**src/rtl/mprj_io_serial_pkg.sv**
```systemverilog
// Shared types and constants for the serial IO-configuration loader.
package mprj_io_serial_pkg;

  localparam int MPRJ_N_IO  = 38;
  localparam int MPRJ_CFG_W = 13;

  typedef enum logic [2:0] {
    IDLE,
    SHIFT_LO,
    SHIFT_HI,
    LOAD,
    DONE
  } xfer_state_t;

  // Cycles from the start-sampling edge to the cycle in which done is high.
  function automatic int xfer_latency(input int div, input int n_io, input int cfg_w);
    return 1 + 2 * div * n_io * cfg_w + div;
  endfunction

endpackage

```
**src/rtl/mprj_io_serial_tick.sv**
```systemverilog
// Phase-tick generator: counts 0..DIV-1, tick is high on the last cycle of each phase.
// restart holds the count at zero so the first phase after it is a full DIV cycles.
module mprj_io_serial_tick #(
  parameter int unsigned DIV = 2
) (
  input  logic clk,
  input  logic rst,
  input  logic restart,
  output logic tick
);

  localparam logic [7:0] LAST = 8'(DIV - 1);

  logic [7:0] cnt;

  assign tick = (cnt == LAST);

  always_ff @(posedge clk) begin
    if (rst || restart || tick) begin
      cnt <= '0;
    end else begin
      cnt <= cnt + 8'd1;
    end
  end

endmodule

```
**src/rtl/mprj_io_serial_loader.sv**
```systemverilog
// Shifts the per-pad IO config words into the GPIO control chain, then pulses load.
// Latency 1 + 2*DIV*N_IO*CFG_W + DIV cycles; starts while busy are dropped, never queued.
module mprj_io_serial_loader
  import mprj_io_serial_pkg::*;
#(
  parameter int unsigned N_IO  = MPRJ_N_IO,
  parameter int unsigned CFG_W = MPRJ_CFG_W,
  parameter int unsigned DIV   = 2
) (
  input  logic                  wb_clk_i,
  input  logic                  wb_rst_i,
  input  logic [N_IO*CFG_W-1:0] io_cfg_i,
  input  logic                  xfer_start_i,
  output logic                  busy_o,
  output logic                  done_o,
  output logic                  serial_clock_o,
  output logic                  serial_data_o,
  output logic                  serial_load_o,
  output logic                  serial_resetn_o
);

  localparam int unsigned TOTAL = N_IO * CFG_W;
  localparam int unsigned CNT_W = $clog2(TOTAL + 1);
  localparam logic [31:0] LAT   = 32'(xfer_latency(int'(DIV), int'(N_IO), int'(CFG_W)));

  xfer_state_t      state;
  logic [TOTAL-1:0] shreg;
  logic [CNT_W-1:0] bit_cnt;
  logic             tick;
  logic             restart;
  logic [31:0]      lat_cnt;

  // Phases only run inside SHIFT_LO/SHIFT_HI/LOAD; elsewhere the counter is parked at zero.
  assign restart = (state == IDLE) || (state == DONE);

  mprj_io_serial_tick #(
    .DIV(DIV)
  ) u_tick (
    .clk    (wb_clk_i),
    .rst    (wb_rst_i),
    .restart(restart),
    .tick   (tick)
  );

  always_ff @(posedge wb_clk_i) begin
    serial_resetn_o <= ~wb_rst_i;
    if (wb_rst_i) begin
      state          <= IDLE;
      shreg          <= '0;
      bit_cnt        <= '0;
      busy_o         <= 1'b0;
      done_o         <= 1'b0;
      serial_clock_o <= 1'b0;
      serial_data_o  <= 1'b0;
      serial_load_o  <= 1'b0;
    end else begin
      done_o <= 1'b0;
      case (state)
        IDLE: begin
          if (xfer_start_i) begin
            shreg         <= io_cfg_i;
            bit_cnt       <= CNT_W'(TOTAL);
            busy_o        <= 1'b1;
            serial_data_o <= io_cfg_i[TOTAL-1];
            state         <= SHIFT_LO;
          end
        end
        SHIFT_LO: begin
          if (tick) begin
            serial_clock_o <= 1'b1;
            state          <= SHIFT_HI;
          end
        end
        SHIFT_HI: begin
          if (tick) begin
            serial_clock_o <= 1'b0;
            shreg          <= {shreg[TOTAL-2:0], 1'b0};
            if (bit_cnt != '0) begin
              bit_cnt <= bit_cnt - CNT_W'(1);
            end
            // bit_cnt still holds the pre-decrement value: 1 means the last bit just went out.
            if (bit_cnt <= CNT_W'(1)) begin
              serial_load_o <= 1'b1;
              serial_data_o <= 1'b0;
              state         <= LOAD;
            end else begin
              serial_data_o <= shreg[TOTAL-2];
              state         <= SHIFT_LO;
            end
          end
        end
        LOAD: begin
          if (tick) begin
            serial_load_o <= 1'b0;
            done_o        <= 1'b1;
            busy_o        <= 1'b0;
            state         <= DONE;
          end
        end
        DONE: begin
          state <= IDLE;
        end
        default: begin
          state <= IDLE;
        end
      endcase
    end
  end

  always_ff @(posedge wb_clk_i) begin
    if (wb_rst_i || state == IDLE) begin
      lat_cnt <= '0;
    end else begin
      lat_cnt <= lat_cnt + 32'd1;
    end
  end

  a_latency: assert property (@(posedge wb_clk_i) disable iff (wb_rst_i)
    (state == DONE) |-> (lat_cnt + 32'd1 == LAT));

  a_data_tracks_msb: assert property (@(posedge wb_clk_i) disable iff (wb_rst_i)
    (state == SHIFT_LO) |-> (serial_data_o == shreg[TOTAL-1]));

  a_done_not_busy: assert property (@(posedge wb_clk_i) disable iff (wb_rst_i)
    done_o |-> !busy_o);

endmodule
```
**config.mk**
```make
export PLATFORM = sky130hd
export DESIGN_NAME = mprj_io_serial_loader
export DESIGN_NICKNAME = d
export VERILOG_FILES = /design/src/rtl/mprj_io_serial_pkg.sv /design/src/rtl/mprj_io_serial_tick.sv /design/src/rtl/mprj_io_serial_loader.sv
export SDC_FILE = /design/constraint.sdc
export NUM_CORES = 1
export LEC_CHECK = 0
export CAP_MARGIN = 30
export CORE_MARGIN = 3
export CORE_UTILIZATION = 32
export CTS_CLUSTER_SIZE = 16
export DETAILED_ROUTE_END_ITERATION = 10
export MAX_ROUTING_LAYER = met4
export SLEW_MARGIN = 10
export SYNTH_ARGS = -nofsm -noshare
export SYNTH_HDL_FRONTEND = slang
export SYNTH_SLANG_ARGS = --single-unit
```
**constraint.sdc**
```tcl
create_clock -name wb_clk_i -period 4.45 [get_ports wb_clk_i]
set_input_delay 0.445 -clock wb_clk_i [delete_from_list [all_inputs] [get_ports wb_clk_i]]
set_output_delay 0.445 -clock wb_clk_i [all_outputs]
set_load 0.1 [all_outputs]
```
# --- After elaboration in Yosys (flattened, before gate mapping) ---
# Cells that the tools add are included.
totals:
  register_bits: 519
  latch_bits: 0
  ramBits: 0
  rom_bits: 0
  in_bits: 497
  output_inout_bits: 6
  wordCells: 68
  mem_count: 0
classes:
  n_addsub: 2
  n_mul: 0
  n_div: 0
  n_lt_le_gt_ge: 1
  n_eq_ne: 11
  shift: 0
  mux: 26
  bitwise: 2
  reduce_logical: 16
op_table:
  columns: ["cell", "n"]
  rows:
  - ["2-to-1 mux 493 bit", 2]
  - ["one-hot mux 493 bit (2 select lines)", 1]
  - ["2-to-1 mux 9 bit", 3]
  - ["one-hot mux 9 bit (2 select lines)", 1]
  - ["2-to-1 mux 3 bit", 4]
  - ["one-hot mux 3 bit (4 select lines)", 1]
  - ["AND reduction 4 bit", 3]
  - ["less-or-equal comparator 9 x 1 -> 1 bit (second input constant)", 1]
  - ["2-to-1 mux 1 bit", 9]
  - ["AND reduction 3 bit", 3]
  - ["nonzero test 9 bit", 1]
  - ["subtractor 9 x 1 -> 9 bit (second input constant)", 1]
  - ["adder 8 x 1 -> 8 bit (second input constant)", 1]
  - ["== test 8 x 1 -> 1 bit (second input constant)", 1]
  - ["one-hot mux 1 bit (2 select lines)", 4]
  - ["nonzero test 2 bit", 4]
  - ["== test 3 x 2 -> 1 bit (second input constant)", 2]
  - ["inequality test 2 x 1 -> 1 bit (second input constant)", 3]
  - ["inequality test 2 bit (second input constant)", 3]
  - ["== test 3 x 1 -> 1 bit (second input constant)", 1]
  - ["== test 3 bit (second input constant)", 1]
  - ["zero test 3 bit", 1]
  - ["logical OR 1 bit", 3]
  - ["2-to-1 mux 2 bit", 1]
  - ["2 further kinds", 3]

# --- Depth between registers and ports, before layout ---
# Gate-level depths: netlist of the first run.
depth:
  ltp_word: 4
  depth_mapped: 10
  ltp_nobuf: 7

# --- Modules after synthesis ---
# Synthesis of the first run repeated with hierarchy kept, for this count alone.
hier_totals:
  cells_unflattened: 2880
  area_unflattened_um2: 22181.3
by_module_without_submodules:
  columns: ["module", "n_inst", "cells_per_inst", "area_per_inst_um2", "seq_area_each_um2"]
  rows:
  - ["mprj_io_serial_loader", 1, 2841, 21812.2, 10229.8]
  - ["mprj_io_serial_tick", 1, 39, 369.1, 160.2]

# --- Worst setup path before layout of the first run ---
# OpenSTA, ideal clock, no wires.
synth_path:
  kind: "reg-to-reg"
  startpoint: "register bit_cnt[2]"
  endpoint: "register bit_cnt[7]"
  setup_time_ns: 0.134
  arrival_ns: 1.686
  t_required_ns: 4.316
  slack_ns: 2.630
  path_stages_with_launch: 6
  synth_period_minus_slack_ns: 1.820
  path_cell_list: "dfxtp_1 > or4_4 > or4_1 > a211oi_2 > xnor2_1 > a21oi_1"
synth_via:
  elab_chain_len: 4
synth_rtl:
  columns: ["element", "line_no", "rtl"]
  rows:
  - ["start, declared", "mprj_io_serial_loader.sv:28", "logic [CNT_W-1:0] bit_cnt;"]
  - ["start signal, assigned", "mprj_io_serial_loader.sv:62", "bit_cnt <= CNT_W'(TOTAL);"]
  - ["start signal, assigned", "mprj_io_serial_loader.sv:79", "bit_cnt <= bit_cnt - CNT_W'(1);"]
  - ["subtractor 9 x 1 -> 9 bit", "mprj_io_serial_loader.sv:79", null]
  - ["2-to-1 mux 9 bit", "mprj_io_serial_loader.sv:78", "if (bit_cnt != '0) begin"]
  - ["2-to-1 mux 9 bit", "mprj_io_serial_loader.sv:75", "if (tick) begin"]
  - ["one-hot mux 9 bit (2 select lines)", "mprj_io_serial_loader.sv:58", "case (state)"]
# Several ways; a longest one is shown, not always the timed one. The select of a mux whose other input is x is not followed.
# A chain may end at the register's enable or synchronous reset.

# --- Final worst setup path of the first run ---
layout_path:
  startpoint: "register state[1]"
  endpoint: "register shreg[61]"
layout_via:
  elab_chain_len: 3
layout_rtl:
  columns: ["element", "line_no", "rtl"]
  rows:
  - ["start, declared", "mprj_io_serial_loader.sv:26", "xfer_state_t state;"]
  - ["start signal, assigned", "mprj_io_serial_loader.sv:48", "state <= IDLE;"]
  - ["start signal, assigned", "mprj_io_serial_loader.sv:65", "state <= SHIFT_LO;"]
  - ["start signal, assigned", "mprj_io_serial_loader.sv:71", "state <= SHIFT_HI;"]
  - ["== test 3 x 2 -> 1 bit or zero test 3 bit (tied branches)", "mprj_io_serial_loader.sv:58", null]
  - ["inequality test 2 x 1 -> 1 bit (no source line) (tied with other cells)", null, null]
  - ["AND reduction 3 bit (no source line)", null, null]
  - ["end signal, assigned", "mprj_io_serial_loader.sv:61", "shreg <= io_cfg_i;"]
  - ["end signal, assigned", "mprj_io_serial_loader.sv:77", "shreg <= {shreg[TOTAL-2:0], 1'b0};"]
  - ["end, declared", "mprj_io_serial_loader.sv:27", "logic [TOTAL-1:0] shreg;"]
# Several ways; a longest one is shown, not always the timed one.

==> run_results.csv, run 1 <==
group,metric,value,unit
drt,wl_met1,31.5,mm
worst_setup_path,required,4.94,ns
global_route,grt_pass1_wl,105,mm
worst_setup_path,r2r_setup_slack,1.64,ns
sta,worst_pin_slew,1.05,ns
power_and_ir_drop,clock_power_share,40.0,%
synth,ys_seq_elements,519,
placed_design,dp.cells,4066,
layout,instances_no_fill,4176,
clocking,cts_setup_buffers,0,
layout,nNetsFinal,3705,
placed_design,io_buffers,502,
synth,syn_avg_cell_area,7.70,sq um
sta,setup-violations-final,0,
power_and_ir_drop,p_int,8.83,mW
sta,tns,0,ns
drt,wl_per_cell,16.3,microns
floorplan,die_h,269,microns
floorplan,die-area,72400,sq um
power_and_ir_drop,pwr-share-comb,14.9,%
drt,postRouteAntennaNets,0,
floorplan,io_pins,503,
synth,synth_top_area_cell,"dfxtp_1",
synth,ys_warn_count,0,
synth,synth-seq-area-share,46.9,%
global_route,grt-ovfl-total,0,
sta,fin_crit,2.81,ns
synth,ys_types,42,
clocking,tritoncts,"yes",
status,status,"completed",
global_route,grt_pass1_vias,19400,
clocking,h-tree-depth,2,
clocking,clock_sinks,519,
sta,hold_violations,0,
global_route,grt_max_degree,199,
layout,syn_to_final_growth,33.8,%
synth,netlist_top_cells_area,"dfxtp_1 47%, a311oi_1 20%, nand2_1 17%, nor2_1 8.6%, clkbuf_1 2.8%",
synth,syn-num-nets,3377,
clocking,clk_path_buf_depth,3,
clocking,cts_resized,0,
drt,dr.pass1.iters,5,
synth,synth_top_area_share,46.9,%
power_and_ir_drop,power_density,401,nW/um^2
drt,vias,21000,
clocking,numCtsBuffers,57,
sta,clock_skew,0.0205,ns
placed_design,hpwl,45.6,mm
drt,viasPerCell,5.03,
layout,final_cell_area,29600,sq um
global_route,grt_usage,18.4,%
worst_hold_path,hold_path.class,"primary input to register",
drt,wirelength,68.1,mm
sta,rsz0062_at_grt,"false",
sta,whs,0.419,ns
clocking,root_buffer,"clkbuf_16",
floorplan,die_w,269,microns
floorplan,rows,95,
power_and_ir_drop,power_frac_seq,45.1,%
sta,slew_violations,0,
worst_setup_path,worstPathArrival,3.30,ns
clocking,clk_pin_slew_worst_paths,0.06,ns
sta,relSlewSlack,29.9,%
sta,maxClockFrequency,356,MHz
worst_setup_path,critPathLaunchType,"register",
floorplan,start_util,32.6,%
drt,met2WireLength,31.7,mm
layout,drive_gt1_share,4.59,%
clocking,hold_buffers,0,
drt,highest_layer,"met4",
worst_setup_path,crit_type,"register to register",
drt,drc_errors,0,
sta,fin_crit_sh,63.2,%
worst_setup_path,end_kind,"register",
synth,synth_cells,2876,
flow_run,cap_violations,0,
power_and_ir_drop,ir_worst_vdd,0.000301,V
layout,fillers,6799,
drt,met3_length,3.66,mm
placed_design,dpl_cell_area,27700,sq um
placed_design,place_congestion,0.781,
synth,netlist_area,22100,sq um
power_and_ir_drop,p_sw,3.05,mW
power_and_ir_drop,swShare,25.7,%
global_route,grt_antenna_before_repair,8,
worst_setup_path,critPathMaxFanout,134,
power_and_ir_drop,p_leak,11.2,nW
clocking,insertion_delay,0.60,ns
floorplan,coreArea,67900,sq um
drt,drt-initial-drc-count,1520,
==> sequential cells by signal (all words and copies together) (netlist names) <==
signal	flops
state	3
shreg	493
serial_data_o	1
serial_load_o	1
bit_cnt	9
busy_o	1
serial_clock_o	1
serial_resetn_o	1
done_o	1
u_tick.cnt	8
==> layout by cell type (no fill, tap or decap), types with 3 or more instances in the layout <==
| master | count |
|---|---|
| inv_1 | 9 |
| a211oi_1 | 7 |
| buf_4 | 29 |
| ha_1 | 4 |
| a311oi_1 | 493 |
| o21ai_0 | 3 |
| clkbuf_8 | 23 |
| dfxtp_1 | 519 |
| xor2_1 | 5 |
| a21oi_1 | 10 |
| nand2_1 | 987 |
| nor2_1 | 510 |
| clkbuf_16 | 57 |
| buf_12 | 18 |
| nor3_1 | 5 |
| diode_2 | 9 |
| clkdlybuf4s50_1 | 501 |
| nand3_1 | 8 |
| clkinv_2 | 4 |
| clkbuf_1 | 10 |
| and3_1 | 5 |
| xnor2_1 | 6 |
==> worst paths after layout <==
check / endpoint / cells past startpoint / startpoint
setup reg to reg: shreg[61] / 6 / state[1]
setup / recovery: shreg[61] / 6 / state[1]
hold / removal: shreg[289] / 3 / io_cfg_i[289]
hold reg to reg: shreg[146] / 2 / shreg[145]
==> metal layers <==
metal / global-route usage [%] / vias up
met4: 4.68 / 0
li1: - / 10700
met2: 28.9 / 481
met3: 3.11 / 72
met1: 24.5 / 9805
met5: - / -
==> area by class of cell <==
class | count | area (sq um) | share of cell area, %
Antenna cell | 9 | 22.5 | 0.0760
Clock buffer | 90 | 1780 | 6.01
Clock inverter | 11 | 123 | 0.414
Inverter | 9 | 33.8 | 0.114
Multi-Input combinational cell | 2068 | 10500 | 35.5
Sequential cell | 519 | 10400 | 35.1
Tap cell | 921 | 1150 | 3.89
Timing Repair Buffer | 549 | 5610 | 18.9
==> synthesized netlist by cell type (all sizes together) <==
cell type    n
dfxtp      519
clkbuf     167
a211oi       8
o22a         1
and3         5
ha           4
a21oi       10
and4         1
xor2         5
or2          1
nor2b        1
nand2      989
nor4         1
a41o         1
nor3b        1
buf        113
or4          3
and3b        1
nand3        9
a21bo        1
a22oi        1
a311oi     493
xnor2        6
nor2       510
o21ai        3
a31oi        1
and2         1
inv          9
a221oi       1
o211ai       1
nand3b       1
nor3         5
nor4b        1
a21o         1
or3          1
==> critical path, stage by stage (launching register included) <==
cell      delay (ns)
dfxtp_1         0.40
nor2_1          0.19
nand3_1         0.46
nand2_4         0.75
buf_12          0.50
nor2_1          0.08
a311oi_1        0.26
==> cell families after synthesis <==
logic type	count (synthesis)	synth area share, %
XOR/XNOR	11	0.435
AO/OA/AOI/OAI	522	20.4
adder cells (fa/ha/maj)	4	0.226
buffers and inverters	289	5.63
AND/OR/NAND/NOR	1531	26.4
flip-flops	519	46.9
==> stage by stage <==
step           utilization (%)  worst slack [ns]  power (mW)
6_report                  43.7              1.64        11.9
5_1_grt                   43.7              1.35        12.5
4_1_cts                   43.6              1.65        12.0
3_5_place_dp              40.8              1.27        7.22
3_3_place_gp              40.8              1.35        7.20
2_1_floorplan                -              2.63        6.48
==> power groups by stage <==
stage	sequential, mW	combinational [mW]	clock (mW)
global placement	5.45	1.75	0
floorplan	5.41	1.07	0
detailed placement	5.45	1.78	0
global route	5.41	1.98	5.10
CTS	5.35	1.78	4.91
finish	5.36	1.77	4.75
(Power assumes the default switching activity.)
==> run 2: changes to the inputs <==
Clock period 4.45 ns to 2.3 ns, I/O delays scaled along.
==> run 2 against run 1 <==
  * Global-route usage barely moved
  * First-iteration DRC count down 1.3%
  * Clock power is 95% higher
  * Utilization is 0.61 points higher
  * Largest power group unchanged
==> run_results.csv, run 2 (synthesis gave the netlist of run 1 again) <==
group,metric,value,unit
status,status,"completed",
sta,fin_crit,2.07,ns
worst_setup_path,end_kind,"register",
power_and_ir_drop,power_density,770,nW/um^2
power_and_ir_drop,p_leak,11.4,nW
global_route,grt_antenna_before_repair,9,
worst_setup_path,cpMostUsedCell,"buf_12",
sta,hold_violations,0,
global_route,grt_max_degree,106,
layout,regMostFlops,"shreg",
power_and_ir_drop,ir_worst_vdd,0.000601,V
worst_setup_path,rr_endpoint,"shreg[110]",
drt,wl_per_cell,16.2,microns
floorplan,die-area,72400,sq um
drt,dr.pass1.iters,5,
sta,whs,0.102,ns
drt,vias,21100,
drt,drc_errors,0,
layout,nNetsFinal,3730,
worst_setup_path,crit_path_cell_trace,"inv_1 -> ha_1 -> nor4b_2 -> nand3_2 -> nand2_4 -> buf_12 -> buf_12 -> buf_16 -> nor2_1 -> a311oi_1",
sta,tns,0,ns
drt,wirelength,68.0,mm
worst_setup_path,reg2reg_from,"u_tick.cnt[1]",
drt,viasPerCell,5.01,
clocking,tritoncts,"yes",
worst_setup_path,required,2.78,ns
floorplan,rows,95,
placed_design,dpl_cell_area,28100,sq um
floorplan,coreArea,67900,sq um
drt,drt-initial-drc-count,1500,
global_route,grt_usage,18.3,%
floorplan,start_util,32.6,%
sta,rsz0062_at_grt,"false",
worst_hold_path,hold_path_startpoint,"wb_rst_i",
worst_hold_path,hold_end,"shreg[0]",
floorplan,io_pins,503,
power_and_ir_drop,finalPower,23.2,mW
worst_setup_path,slowest_stage,"dfxtp_1",
sta,setup-violations-final,0,
clocking,clk_pin_slew_worst_paths,0.06,ns
sta,setup_ws,0.235,ns
worst_setup_path,crit_cells,10,
floorplan,die_h,269,microns
worst_setup_path,r2r_setup_slack,0.23,ns
worst_setup_path,crit_type,"register to register",
clocking,clk_path_buf_depth,3,
global_route,grt-ovfl-total,0,
layout,drive_gt1_share,5.41,%
layout,largest_reg_flops,493,
layout,instances_no_fill,4203,
layout,final_util,44.3,%
worst_setup_path,cpLargestDelayFamily,"buffers and inverters",
placed_design,dp_slack,0.174,ns
clocking,root_buffer,"clkbuf_16",
sta,maxClockFrequency,484,MHz
flow_run,cap_violations,0,
floorplan,die_w,269,microns
worst_hold_path,whs_path_depth,2,
placed_design,io_buffers,502,
worst_setup_path,worstRegToRegCells,10,
sta,relSlewSlack,63.0,%
sta,worst_pin_slew,0.556,ns
clocking,numCtsBuffers,56,
worst_hold_path,hold_path.class,"primary input to register",
layout,syn_to_final_growth,35.7,%
worst_setup_path,slowest_delay,0.34,ns
layout,top_regs,"shreg x493, bit_cnt x9, u_tick.cnt x8",
placed_design,hpwl,47.5,mm
sta,clock_skew,0.0267,ns
worst_setup_path,path_buf_inv,4,
sta,fin_crit_sh,89.8,%
clocking,h-tree-depth,2,
global_route,grt_pass1_vias,19700,
sta,slew_violations,0,
global_route,grt_pass1_wl,105,mm
clocking,clock_sinks,519,
clocking,insertion_delay,0.60,ns
worst_setup_path,critPathMaxFanout,48,
worst_setup_path,critPathLaunchType,"register",
worst_setup_path,worstPathArrival,2.55,ns
layout,final_cell_mix,"987 x nand2_1, 518 x dfxtp_1, 510 x nor2_1, 495 x clkdlybuf4s50_1, 493 x a311oi_1",
drt,postRouteAntennaNets,0,
layout,final_cell_area,30100,sq um
placed_design,place_congestion,0.796,
layout,final_common_cell,"nand2_1",
placed_design,dp.cells,4092,
-- run 2: changes by cell type in the layout (fill, tap and decap cells not counted), moves of 2 or more --
cell             change
buf_12              +15
buf_16               +3
buf_4               +13
bufinv_16            +5
clkbuf_1             +5
clkbuf_8            -16
clkdlybuf4s50_1      -6
clkinv_2             +5
clkinv_4             -2
clkinvlp_4           +2
-- run 2: timing repair --
item / CTS / global route
gates resized for setup: 0 / 5
buffers inserted: 0 / 0
hold buffers: 0 / 0
setup endpoints to repair: 0 / 4
-- run 2: worst register-to-register path: stages, from the launching register on --
cell	delay, ns
dfxtp_1	0.34
inv_1	0.06
ha_1	0.13
nor4b_2	0.24
nand3_2	0.16
nand2_4	0.12
buf_12	0.16
buf_12	0.19
buf_16	0.22
nor2_1	0.08
a311oi_1	0.27
-- run 2: final cells by class --
type / count / area (sq um)
timing repair buffer: 575 / 6040
clock buffer: 79 / 1580
clock inverter: 22 / 304
tap: 921 / 1150
sequential: 519 / 10400
multi-input combinational: 2068 / 10500
fill: 6828 / 37800
inverter: 9 / 33.8
antenna: 10 / 25.0
-- run 2: worst max-delay path by stage --
stage,from,to,slack (ns)
floorplan,bit_cnt[2],bit_cnt[7],0.48
global placement,u_tick.cnt[0],shreg[382],0.28
detailed placement,u_tick.cnt[0],shreg[110],0.17
CTS,u_tick.cnt[0],shreg[110],0.16
global route,u_tick.cnt[1],shreg[345],0.04
finish,u_tick.cnt[1],shreg[110],0.23
-- run 2: layer usage --
layer / routed length (microns) / GRT usage, % / share of wire (%) / vias to the layer above
li1: - / - / - / 10700
met1: 31100 / 24.4 / 46 / 9737
met2: 32000 / 29.0 / 47 / 481
met3: 3480 / 2.87 / 5.1 / 98
met4: 1480 / 5.15 / 2.2 / 0
met5: 0 / - / 0 / -
-- run 2: power breakdown --
group / switching [mW] / internal [mW]
sequential: 0.465 / 9.90
clock: 3.68 / 5.56
combinational: 1.78 / 1.77
total: 5.93 / 17.2
